[src/rtl/ldm_stm_seq.sv]
// LDM/STM block-transfer sequencer: walks the register list one register per cycle.
// Optional base writeback is enabled by defining LDMSTM_BASE_WB_EN.
module ldm_stm_seq (
  input  logic        clk,
  input  logic        reset,
  input  logic        start,
  input  logic        l,
  input  logic        p,
  input  logic        u,
  input  logic        w,
  input  logic [3:0]  rn,
  input  logic [31:0] rn_val,
  input  logic [15:0] reglist,
  output logic [3:0]  ra2,
  input  logic [31:0] rd2,
  output logic [31:0] mem_addr,
  output logic        mem_we,
  output logic [31:0] mem_wd,
  input  logic [31:0] mem_rd,
  output logic        we3,
  output logic [3:0]  wa3,
  output logic [31:0] wd3,
  output logic        we4,
  output logic [3:0]  wa4,
  output logic [31:0] wd4,
  output logic        pc_we,
  output logic [31:0] pc_wd,
  output logic        busy,
  output logic        stall,
  output logic        done
);

  localparam int unsigned DW = 32;
  localparam int unsigned RW = 4;
  localparam int unsigned LW = 16;
  localparam int unsigned CW = 5;

  typedef enum logic [1:0] {
    S_IDLE = 2'd0,
    S_XFER = 2'd1,
    S_WB   = 2'd2
  } state_e;

  state_e         state_q, state_d;
  logic           l_q, l_d;
  logic           wb_q, wb_d;
  logic [RW-1:0]  rn_q, rn_d;
  logic [LW-1:0]  list_q, list_d;
  logic [DW-1:0]  addr_q, addr_d;
  logic [DW-1:0]  wbv_q, wbv_d;

  logic [CW-1:0]  n_c;
  logic [DW-1:0]  four_n_c;
  logic [DW-1:0]  first_addr_c;
  logic [DW-1:0]  wb_val_c;
  logic           wb_cond_c;
  logic [RW-1:0]  idx_c;
  logic           last_c;

  function automatic logic [CW-1:0] popcount(input logic [LW-1:0] v);
    logic [CW-1:0] c;
    c = '0;
    for (int k = 0; k < int'(LW); k++) c = c + CW'(v[k]);
    return c;
  endfunction

  function automatic logic [RW-1:0] lowest_set(input logic [LW-1:0] v);
    logic [RW-1:0] idx;
    idx = '0;
    for (int k = int'(LW) - 1; k >= 0; k--) begin
      if (v[k]) idx = RW'(k);
    end
    return idx;
  endfunction

  // Start-cycle address and writeback value computation
  always_comb begin
    n_c      = popcount(reglist);
    four_n_c = {25'd0, n_c, 2'b00};
    wb_val_c = u ? (rn_val + four_n_c) : (rn_val - four_n_c);
    unique case ({p, u})
      2'b01:   first_addr_c = rn_val;                               // IA
      2'b11:   first_addr_c = rn_val + 32'd4;                       // IB
      2'b00:   first_addr_c = rn_val - four_n_c + 32'd4;            // DA
      default: first_addr_c = rn_val - four_n_c;                    // DB
    endcase
  end

`ifdef LDMSTM_BASE_WB_EN
  // A load that includes the base keeps the loaded value instead of the writeback
  assign wb_cond_c = w & ~(l & reglist[rn]) & (reglist != '0);
`else
  assign wb_cond_c = 1'b0;
  logic unused_wb_ok;
  assign unused_wb_ok = w ^ (^rn_q) ^ (^wbv_q) ^ wb_q;
`endif

  assign idx_c  = lowest_set(list_q);
  assign last_c = ((list_q & (list_q - LW'(1))) == '0);

  always_comb begin
    state_d  = state_q;
    l_d      = l_q;
    wb_d     = wb_q;
    rn_d     = rn_q;
    list_d   = list_q;
    addr_d   = addr_q;
    wbv_d    = wbv_q;
    busy     = 1'b0;
    done     = 1'b0;
    ra2      = '0;
    mem_addr = '0;
    mem_we   = 1'b0;
    mem_wd   = '0;
    we3      = 1'b0;
    wa3      = '0;
    wd3      = '0;
    we4      = 1'b0;
    wa4      = '0;
    wd4      = '0;
    pc_we    = 1'b0;
    pc_wd    = '0;

    unique case (state_q)
      S_IDLE: begin
        if (start) begin
          l_d     = l;
          rn_d    = rn;
          list_d  = reglist;
          addr_d  = first_addr_c;
          wbv_d   = wb_val_c;
          wb_d    = wb_cond_c;
          state_d = S_XFER;
        end
      end
      S_XFER: begin
        busy     = 1'b1;
        mem_addr = addr_q;
        if (list_q != '0) begin
          if (l_q) begin
            if (idx_c == RW'(15)) begin
              pc_we = 1'b1;
              pc_wd = mem_rd;
            end else begin
              we3 = 1'b1;
              wa3 = idx_c;
              wd3 = mem_rd;
            end
          end else begin
            ra2    = idx_c;
            mem_we = 1'b1;
            mem_wd = rd2;
          end
        end
        list_d = list_q & ~(LW'(1) << idx_c);
        addr_d = addr_q + 32'd4;
        if (last_c) begin
          if (wb_q) begin
            state_d = S_WB;
          end else begin
            done    = 1'b1;
            state_d = S_IDLE;
          end
        end
      end
      S_WB: begin
        busy = 1'b1;
        done = 1'b1;
`ifdef LDMSTM_BASE_WB_EN
        we4  = 1'b1;
        wa4  = rn_q;
        wd4  = wbv_q;
`endif
        state_d = S_IDLE;
      end
      default: state_d = S_IDLE;
    endcase

    // A reset cycle never commits a write, even if the state is still active
    if (reset) begin
      mem_we = 1'b0;
      we3    = 1'b0;
      we4    = 1'b0;
      pc_we  = 1'b0;
      done   = 1'b0;
    end
  end

  assign stall = (start & (state_q == S_IDLE)) | busy;

  always_ff @(posedge clk) begin
    if (reset) begin
      state_q <= S_IDLE;
      l_q     <= 1'b0;
      wb_q    <= 1'b0;
      rn_q    <= '0;
      list_q  <= '0;
      addr_q  <= '0;
      wbv_q   <= '0;
    end else begin
      state_q <= state_d;
      l_q     <= l_d;
      wb_q    <= wb_d;
      rn_q    <= rn_d;
      list_q  <= list_d;
      addr_q  <= addr_d;
      wbv_q   <= wbv_d;
    end
  end

endmodule
[config.mk]
export PLATFORM = sky130hd
export DESIGN_NAME = ldm_stm_seq
export DESIGN_NICKNAME = d
export VERILOG_FILES = /design/src/rtl/ldm_stm_seq.sv
export SDC_FILE = /design/constraint.sdc
export NUM_CORES = 1
export LEC_CHECK = 0
export CAP_MARGIN = 40
export CORE_MARGIN = 1
export CORE_UTILIZATION = 45
export CTS_CLUSTER_DIAMETER = 150
export DETAILED_ROUTE_END_ITERATION = 10
export HOLD_SLACK_MARGIN = 0.1
export PLACE_DENSITY = 0.85
export SKIP_LAST_GASP = 1
export SLEW_MARGIN = 15
export SYNTH_ARGS = -nofsm -noshare
export SYNTH_HDL_FRONTEND = slang
export SYNTH_SLANG_ARGS = --single-unit
[constraint.sdc]
create_clock -name clk -period 7.3 [get_ports clk]
set_clock_uncertainty 0.05 [all_clocks]
set_input_delay 0.73 -clock clk [delete_from_list [all_inputs] [get_ports clk]]
set_output_delay 0.73 -clock clk [all_outputs]
set_load 0.02 [all_outputs]
======== After elaboration in Yosys (flattened, before gate mapping) ========
Cells that the tools add are included.
operators by class
  shifts and indexed selects .............. 1
  reductions and logical operators ........ 9
  multiplexer cells ....................... 61
  add/subtract/negate cells ............... 20
  equality and inequality tests ........... 7
  bitwise operators ....................... 5
operators by type and width
  kind                                                 count
  two-way mux 32 bit                                   13
  adder 32 x 3 -> 32 bit, second input constant        3
  case mux 32 bit (3 select lines)                     1
  two-way mux 4 bit                                    23
  case mux 32 bit (2 select lines)                     1
  adder 5 x 1 -> 5 bit                                 11
  AND 16 bit                                           2
  case mux 16 bit (2 select lines)                     1
  subtractor 32 x 7 -> 32 bit                          1
  two-way mux 1 bit                                    17
  logical NOT 16 bit                                   1
  two-way mux 16 bit                                   1
  NOT 16 bit                                           1
  nonzero test 16 bit                                  1
  left shift 1 x 4 -> 16 bit, first input constant     1
  subtractor 16 x 1 -> 16 bit, second input constant   1
  AND reduction 2 bit                                  3
  adder 4 x 1 -> 5 bit                                 1
  adder 3 x 1 -> 4 bit                                 1
  equality test 2 x 1 -> 1 bit, second input constant  2
  equality test 2 bit, second input constant           2
  equality test 4 bit, second input constant           1
  logical NOT 2 bit                                    2
  two-way mux 2 bit                                    2
  other kinds (9)                                      10
storage, ports and cells
  register bits ........................... 51

======== Longest topological paths before layout ========
Gate-level depths: netlist of run 1.
  depth in word-level cells ............... 22
  depth in mapped cells ................... 24
  mapped depth without buffers ............ 22

======== Least setup slack after synthesis of run 1 ========
OpenSTA, ideal clock, no wires.
  path kind ............................... input port to flip-flop
  start point ............................. input reglist[0]
  end point ............................... register addr_q[31]
  slack ................................... 0.687 ns
  arrival time ............................ 6.447 ns
  path buffers ............................ 0
  data required time ...................... 7.134 ns
  cell stages on the path ................. 19
  cell sequence ........................... inv_1 -> fa_1 -> fa_1 -> fa_1 -> fa_1 -> inv_1 -> ha_1 -> inv_1 -> fa_1 -> fa_1 -> a211oi_2 -> o21ai_1 -> nor4b_4 -> nand2_2 -> xor2_1 -> or3_4 -> or4b_4 -> a22o_2 -> a2bb2oi_2
on the way
  word-level cells in the longest chain between the ends .. 20
ends and longest elaborated chain
  item                                    line    text
  start, declared                         13      input logic [15:0] reglist,
  adder 1 x 1 -> 2 bit (*)                63      for (int k = 0; k < int'(LW); k++) c = c + CW'(v[k]);
  adder 2 x 1 -> 3 bit (*)                63
  adder 3 x 1 -> 4 bit (*)                63
  adder 4 x 1 -> 5 bit (*)                63
  adder 5 x 1 -> 5 bit (*) (11 in a row)  63
  subtractor 32 x 7 -> 32 bit (*)         84, 85
  adder 32 x 3 -> 32 bit                  84      2'b00: first_addr_c = rn_val - four_n_c + 32'd4;
  case mux 32 bit (3 select lines) (*)    81      unique case ({p, u})
  two-way mux 32 bit (*)                  126     if (start) begin
  case mux 32 bit (2 select lines) (*)    124     unique case (state_q)
  end signal, assigned                    206     addr_q <= addr_d;
  end, declared                           49      logic [DW-1:0] addr_q, addr_d;
Every way passes the cells marked *; elsewhere a longest branch is shown, timed or not. The select of a mux whose other input is x is not followed.
A chain may end at the register's enable or synchronous reset.

======== Worst setup path in the final report of run 1 ========
  start point ............................. input reglist[5]
  end point ............................... register addr_q[27]
on the way
  word-level cells in the longest chain between the ends .. 16
ends and longest elaborated chain
  item                                    line
  adder 5 x 1 -> 5 bit (*) (11 in a row)  63
  subtractor 32 x 7 -> 32 bit (*)         84, 85
  adder 32 x 3 -> 32 bit                  84
  case mux 32 bit (3 select lines) (*)    81
  two-way mux 32 bit (*)                  126
  case mux 32 bit (2 select lines) (*)    124
Marks and branches as above.

==> results of run 1 <==
-- state kept, by name, summed over array words and instances, names as in the netlist --
name	count
addr_q	32
list_q	16
l_q	1
state_q	1
-- cells by family after synthesis --
group | Yosys count | synth area share
compound gates | 249 | 0.2266
xor+xnor | 70 | 0.08291
fa+ha+maj | 27 | 0.05651
buf+inv | 161 | 0.1024
flops | 50 | 0.1354
mux | 10 | 0.01421
other cells | 1 | 0.0005071
simple gates | 563 | 0.3816
-- where the power goes --
group / internal (mW) / switching (mW)
clock network: 0.163 / 0.116
registers: 0.303 / 0.0507
logic: 0.491 / 0.630
total: 0.957 / 0.797
-- final timing paths --
check / from / endpoint / cells after the start
setup / recovery: reglist[5] / addr_q[27] / 22
setup reg to reg: addr_q[3] / addr_q[30] / 10
hold / removal: addr_q[0] / addr_q[0] / 2
hold reg to reg: addr_q[0] / addr_q[0] / 2
-- worst min-delay path: stages (launching register included) --
cell,delay (ps)
dfxtp_1,310
nand2_1,50
a21oi_1,60
-- layer usage --
layer,share of wire,routed length (um),vias up
met2,0.42,11810,512
met1,0.45,12600,4180
met4,0.0099,279,0
met3,0.12,3366,28
li1,-,-,4365
met5,0,0,-
-- cell usage in the layout, fill, tap and decap left out, types with 37 or more instances in the layout --
cell / n
nor3_1: 39
clkdlybuf4s50_1: 258
nor2_1: 166
and2_1: 73
inv_1: 48
a21oi_1: 63
buf_4: 53
conb_1: 37
nand2_1: 132
o21ai_0: 45
dfxtp_1: 49
-- metrics by stage --
stage	setup slack, ps	instance area (um^2)	cells	setup TNS (ps)
after global routing	-57.42	10530	1594	-179.9
final	183.6	10530	1594	0
after global placement	-0.8273	10200	1580	-0.8273
after floorplan	687.4	7530	1167	0
after CTS	173.1	10430	1592	0
after detailed placement	-136.5	10260	1584	-344.7
-- timing repair --
action	CTS	global route
setup buffers	0	2
endpoints found under the setup margin	0	10
gates resized for setup	0	18
-- area by class of cell --
class / count / area (um^2)
Sequential cell: 50 / 1002
Fill cell: 1385 / 5411
Multi-Input combinational cell: 956 / 5864
Timing Repair Buffer: 316 / 3045
Clock inverter: 3 / 43.79
Inverter: 48 / 180.2
Tap cell: 216 / 270.3
Clock buffer: 5 / 125.1
==> flow_metrics.env, run 1 <==
export IMPL_drv_cap=0
export IMPL_die_h_um=130.2
export IMPL_yosysUniqueCellTypes=85
export IMPL_avgSynthCellArea_um2=6.538
export IMPL_synthFlopType="dfxtp_1"
export IMPL_grtUsageMet1=0.4708
export IMPL_slowest_delay_ps=610
export IMPL_grt_busiest_layer="met1"
export IMPL_cts_num_sinks=50
export IMPL_irDropWorstVdd_mv=0.1609
export IMPL_whs_ps=412.2
export IMPL_coreArea_um2=15940
export IMPL_reg2reg_slack_ps=4360
export IMPL_grt_use_total=0.3146
export IMPL_ios=302
export IMPL_power_leakage_nw=3.964
export IMPL_hold_violations=0
export IMPL_slew_violations=0
export IMPL_grt_use_met3=0.08774
export IMPL_ys_seq_area_frac=0.1354
export IMPL_fin_crit_ps=7116
export IMPL_cp_slowest_cell="fa_2"
export IMPL_synth_top_area_frac=0.1354
export IMPL_worst_setup_path_start_kind="input pin"
export IMPL_grt_max_degree=88
export IMPL_htree_levels=2
export IMPL_netlist_instances=1131
export IMPL_final_core_util=0.6606
export IMPL_synth_most_common_cell="nor2_1"
export IMPL_layout_drive_gt1_share=0.08491
export IMPL_antennaDiodeCount=0
export IMPL_wl_um=28060
export IMPL_synth_top_area_cell="dfxtp_1"
export IMPL_grt_pass1_vias=7775
export IMPL_path_cells="clkdlybuf4s50_1 > inv_1 > fa_1 > fa_2 > fa_1 > fa_1 > inv_1 > ha_1 > inv_1 > fa_1 > fa_1 > a211oi_4 > o211ai_1 > buf_4 > nor4_1 > xor2_1 > a21boi_2 > nand3_1 > buf_4 > o31ai_1 > a31oi_2 > a2111oi_1"
export IMPL_synth_edf_count=0
export IMPL_vias=9085
export IMPL_hp_class="reg2reg"
export IMPL_hpwlAfterDp_um=21750
export IMPL_die_width_um=130.2
export IMPL_dr_pass1_iters=6
export IMPL_cp_end_kind="register"
export IMPL_cts_max_path_buffers=2
export IMPL_grt_pass1_wl_um=41790
export IMPL_netlist_area_um2=7395
export IMPL_slew_headroom=0.3782
export IMPL_gp_congestion=0.9396
export IMPL_place_port_buffers=259
export IMPL_tritoncts="yes"
export IMPL_root_buffer="clkbuf_16"
export IMPL_fp_row_count=46
export IMPL_crit_top_cell="fa_1"
export IMPL_use_met2=0.4471
export IMPL_clk_pin_slew_worst_paths_ps=70
export IMPL_ant_nets=0
export IMPL_antenna_found_initial=0
export IMPL_synth_common_cells="nor2_1 (167), nand2_1 (132), and2_1 (73), clkbuf_1 (67), a21oi_1 (64)"
export IMPL_p_per_area_nw_per_um2=166.5
export IMPL_cts_made_buffers=5
export IMPL_yosysWarnings=0
export IMPL_crit_required_ps=7420
export IMPL_wl_per_cell_um=17.61
export IMPL_clk_latency_ps=300
export IMPL_rsz0062_at_grt="true"
export IMPL_period_share=0.9748
export IMPL_grt_ovfl_total=0
export IMPL_crit_buf_inv=6
export IMPL_drcViolationCount=0
export IMPL_worstMarginPinSlew_ps=931.6
export IMPL_setup_viol=0
export IMPL_ys_ff_latch=50
export IMPL_p_total_mw=1.754
export IMPL_synth_area_leaders="dfxtp_1 (14%), nor2_1 (8.5%), nand2_1 (6.7%)"
export IMPL_crit_path_max_fanout=8
export IMPL_fmax_mhz=140.5
export IMPL_path_delay_family="adder cells"
export IMPL_drt_initial_drc_count=1089
export IMPL_cp_arrival_ps=7240
export IMPL_via_per_inst=5.699
export IMPL_crit_type="in2reg"
export IMPL_cts_hold_buf=0
export IMPL_area_delta_synth_final_pct=42.42
export IMPL_synthArstFlopShare=0
export IMPL_status="finished, final reports clean"
export IMPL_start_util=0.4638
export IMPL_dieArea_um2=16950
export IMPL_final_nets=1526
(Power assumes the default switching activity.)
==> run 2: changes to the inputs <==
--- a/config.mk
+++ b/config.mk
@@ -11,7 +11,7 @@
 export CTS_CLUSTER_DIAMETER = 150
 export DETAILED_ROUTE_END_ITERATION = 10
 export HOLD_SLACK_MARGIN = 0.1
-export PLACE_DENSITY = 0.85
+export PLACE_DENSITY = 0.9
 export SKIP_LAST_GASP = 1
 export SLEW_MARGIN = 15
 export SYNTH_ARGS = -nofsm -noshare
==> flow_metrics.env, run 2 (same netlist as run 1, synthesis figures left out) <==
export IMPL_slew_headroom=0.4195
export IMPL_place_port_buffers=259
export IMPL_via_per_inst=5.762
export IMPL_top_regs="addr_q: 32 flops, list_q: 16 flops"
export IMPL_dr_pass1_iters=5
export IMPL_area_delta_synth_final_pct=43.43
export IMPL_cts_num_sinks=50
export IMPL_grt_pass1_wl_um=42900
export IMPL_nFillCells=1333
export IMPL_clk_pin_slew_worst_paths_ps=70
export IMPL_status="finished, final reports clean"
export IMPL_layout_area_seq_um2=1002
export IMPL_gp_congestion=0.9934
export IMPL_wl_um=28610
export IMPL_antenna_found_initial=3
export IMPL_dieArea_um2=16950
export IMPL_finish_instance_area_um2=10610
export IMPL_power_leakage_nw=4.038
export IMPL_cts_made_buffers=5
export IMPL_cp_end_kind="register"
export IMPL_worst_setup_path_start_kind="input pin"
export IMPL_cp_arrival_ps=7090
export IMPL_worstRegToRegCells=9
export IMPL_top_register="addr_q"
export IMPL_multi_input_area_um2=5814
export IMPL_root_buffer="clkbuf_16"
export IMPL_p_per_area_nw_per_um2=169.5
export IMPL_hold_violations=0
export IMPL_grt_busiest_layer="met2"
export IMPL_grt_ovfl_total=0
export IMPL_worstMarginPinSlew_ps=869.8
export IMPL_grt_use_total=0.3231
export IMPL_fmax_mhz=142.4
export IMPL_vias=9265
export IMPL_die_h_um=130.2
export IMPL_wl_per_cell_um=17.79
export IMPL_period_share=0.9617
export IMPL_grtUsageMet1=0.4635
export IMPL_tns_ps=0
export IMPL_p_total_mw=1.798
export IMPL_setup_viol=0
export IMPL_layout_drive_gt1_share=0.08843
export IMPL_grt_max_degree=92
export IMPL_die_width_um=130.2
export IMPL_drv_cap=0
export IMPL_clk_latency_ps=300
export IMPL_htree_levels=2
export IMPL_largest_register_ffs=32
export IMPL_fin_crit_ps=7020
export IMPL_start_util=0.4638
export IMPL_final_nets=1539
export IMPL_final_common_cell="clkdlybuf4s50_1"
export IMPL_drcViolationCount=0
export IMPL_grt_use_met3=0.1009
export IMPL_min_delay_path_depth=2
export IMPL_final_core_util=0.6653
export IMPL_layout_common_cells="clkdlybuf4s50_1 (258), nor2_1 (166), nand2_1 (132)"
export IMPL_slew_violations=0
export IMPL_fp_row_count=46
export IMPL_coreArea_um2=15940
export IMPL_drt_initial_drc_count=1175
export IMPL_crit_required_ps=7370
export IMPL_use_met2=0.4668
export IMPL_rsz0062_at_grt="false"
export IMPL_grt_pass1_vias=8006
export IMPL_hpwlAfterDp_um=22440
export IMPL_crit_path_max_fanout=7
export IMPL_irDropWorstVdd_mv=0.1681
export IMPL_ant_nets=0
export IMPL_hp_class="reg2reg"
export IMPL_cts_max_path_buffers=2
export IMPL_ios=302
export IMPL_tritoncts="yes"
export IMPL_crit_type="in2reg"
export IMPL_whs_ps=402.6
export IMPL_dpl_cell_area_um2=10380
run 2: per-stage QoR:
stage | std cells | setup WS [ps]
after detailed placement | 1597 | -150.9
after global placement | 1592 | 5.370
after global routing | 1607 | 10.52
final | 1608 | 279.8
after CTS | 1605 | 142.4
after floorplan | 1167 | 687.4
run 2: routing by layer:
metal	up-vias	wire (um)
li1	4396	-
met1	4220	12250
met2	608	12310
met3	37	3682
met5	-	30
met4	4	337
run 2: path summary, 6_finish.rpt:
path / start / endpoint / slack (ps)
worst max-delay path: reglist[0] / addr_q[27] / 280
worst min-delay path: addr_q[1] / addr_q[1] / 400
worst max register to register: addr_q[4] / addr_q[31] / 4480
worst min register to register: addr_q[1] / addr_q[1] / 400
run 2: worst max-delay path: stages:
cell,delay [ps]
clkdlybuf4s50_1,480
inv_1,60
fa_1,510
fa_2,610
fa_1,440
fa_1,500
inv_1,40
ha_1,200
inv_1,80
fa_1,460
fa_1,480
a211oi_4,370
o211ai_1,140
buf_4,190
nor4_1,220
xor2_1,260
a21boi_4,280
nand3_2,160
or4_1,480
a31oi_1,280
a2111oi_0,120
run 2: power by group:
| group | switching (mW) | internal [mW] | total [mW] |
|---|---|---|---|
| logic | 0.648 | 0.518 | 1.17 |
| registers | 0.0463 | 0.303 | 0.350 |
| clock network | 0.118 | 0.164 | 0.282 |
run 2: timing repair:
item / in CTS / in global routing
gates resized for setup: 0 / 8
hold buffers: 0 / 0
setup endpoints to repair: 0 / 15
buffers inserted: 0 / 2
run 2: area by class of cell:
class,instances,share of cell area
antenna,1,0.0002359
sequential,50,0.09449
tap,216,0.02548
timing repair buffer,329,0.2982
inverter,48,0.01699
clock buffer,5,0.01180
clock inverter,3,0.004601
multi-input combinational,956,0.5482
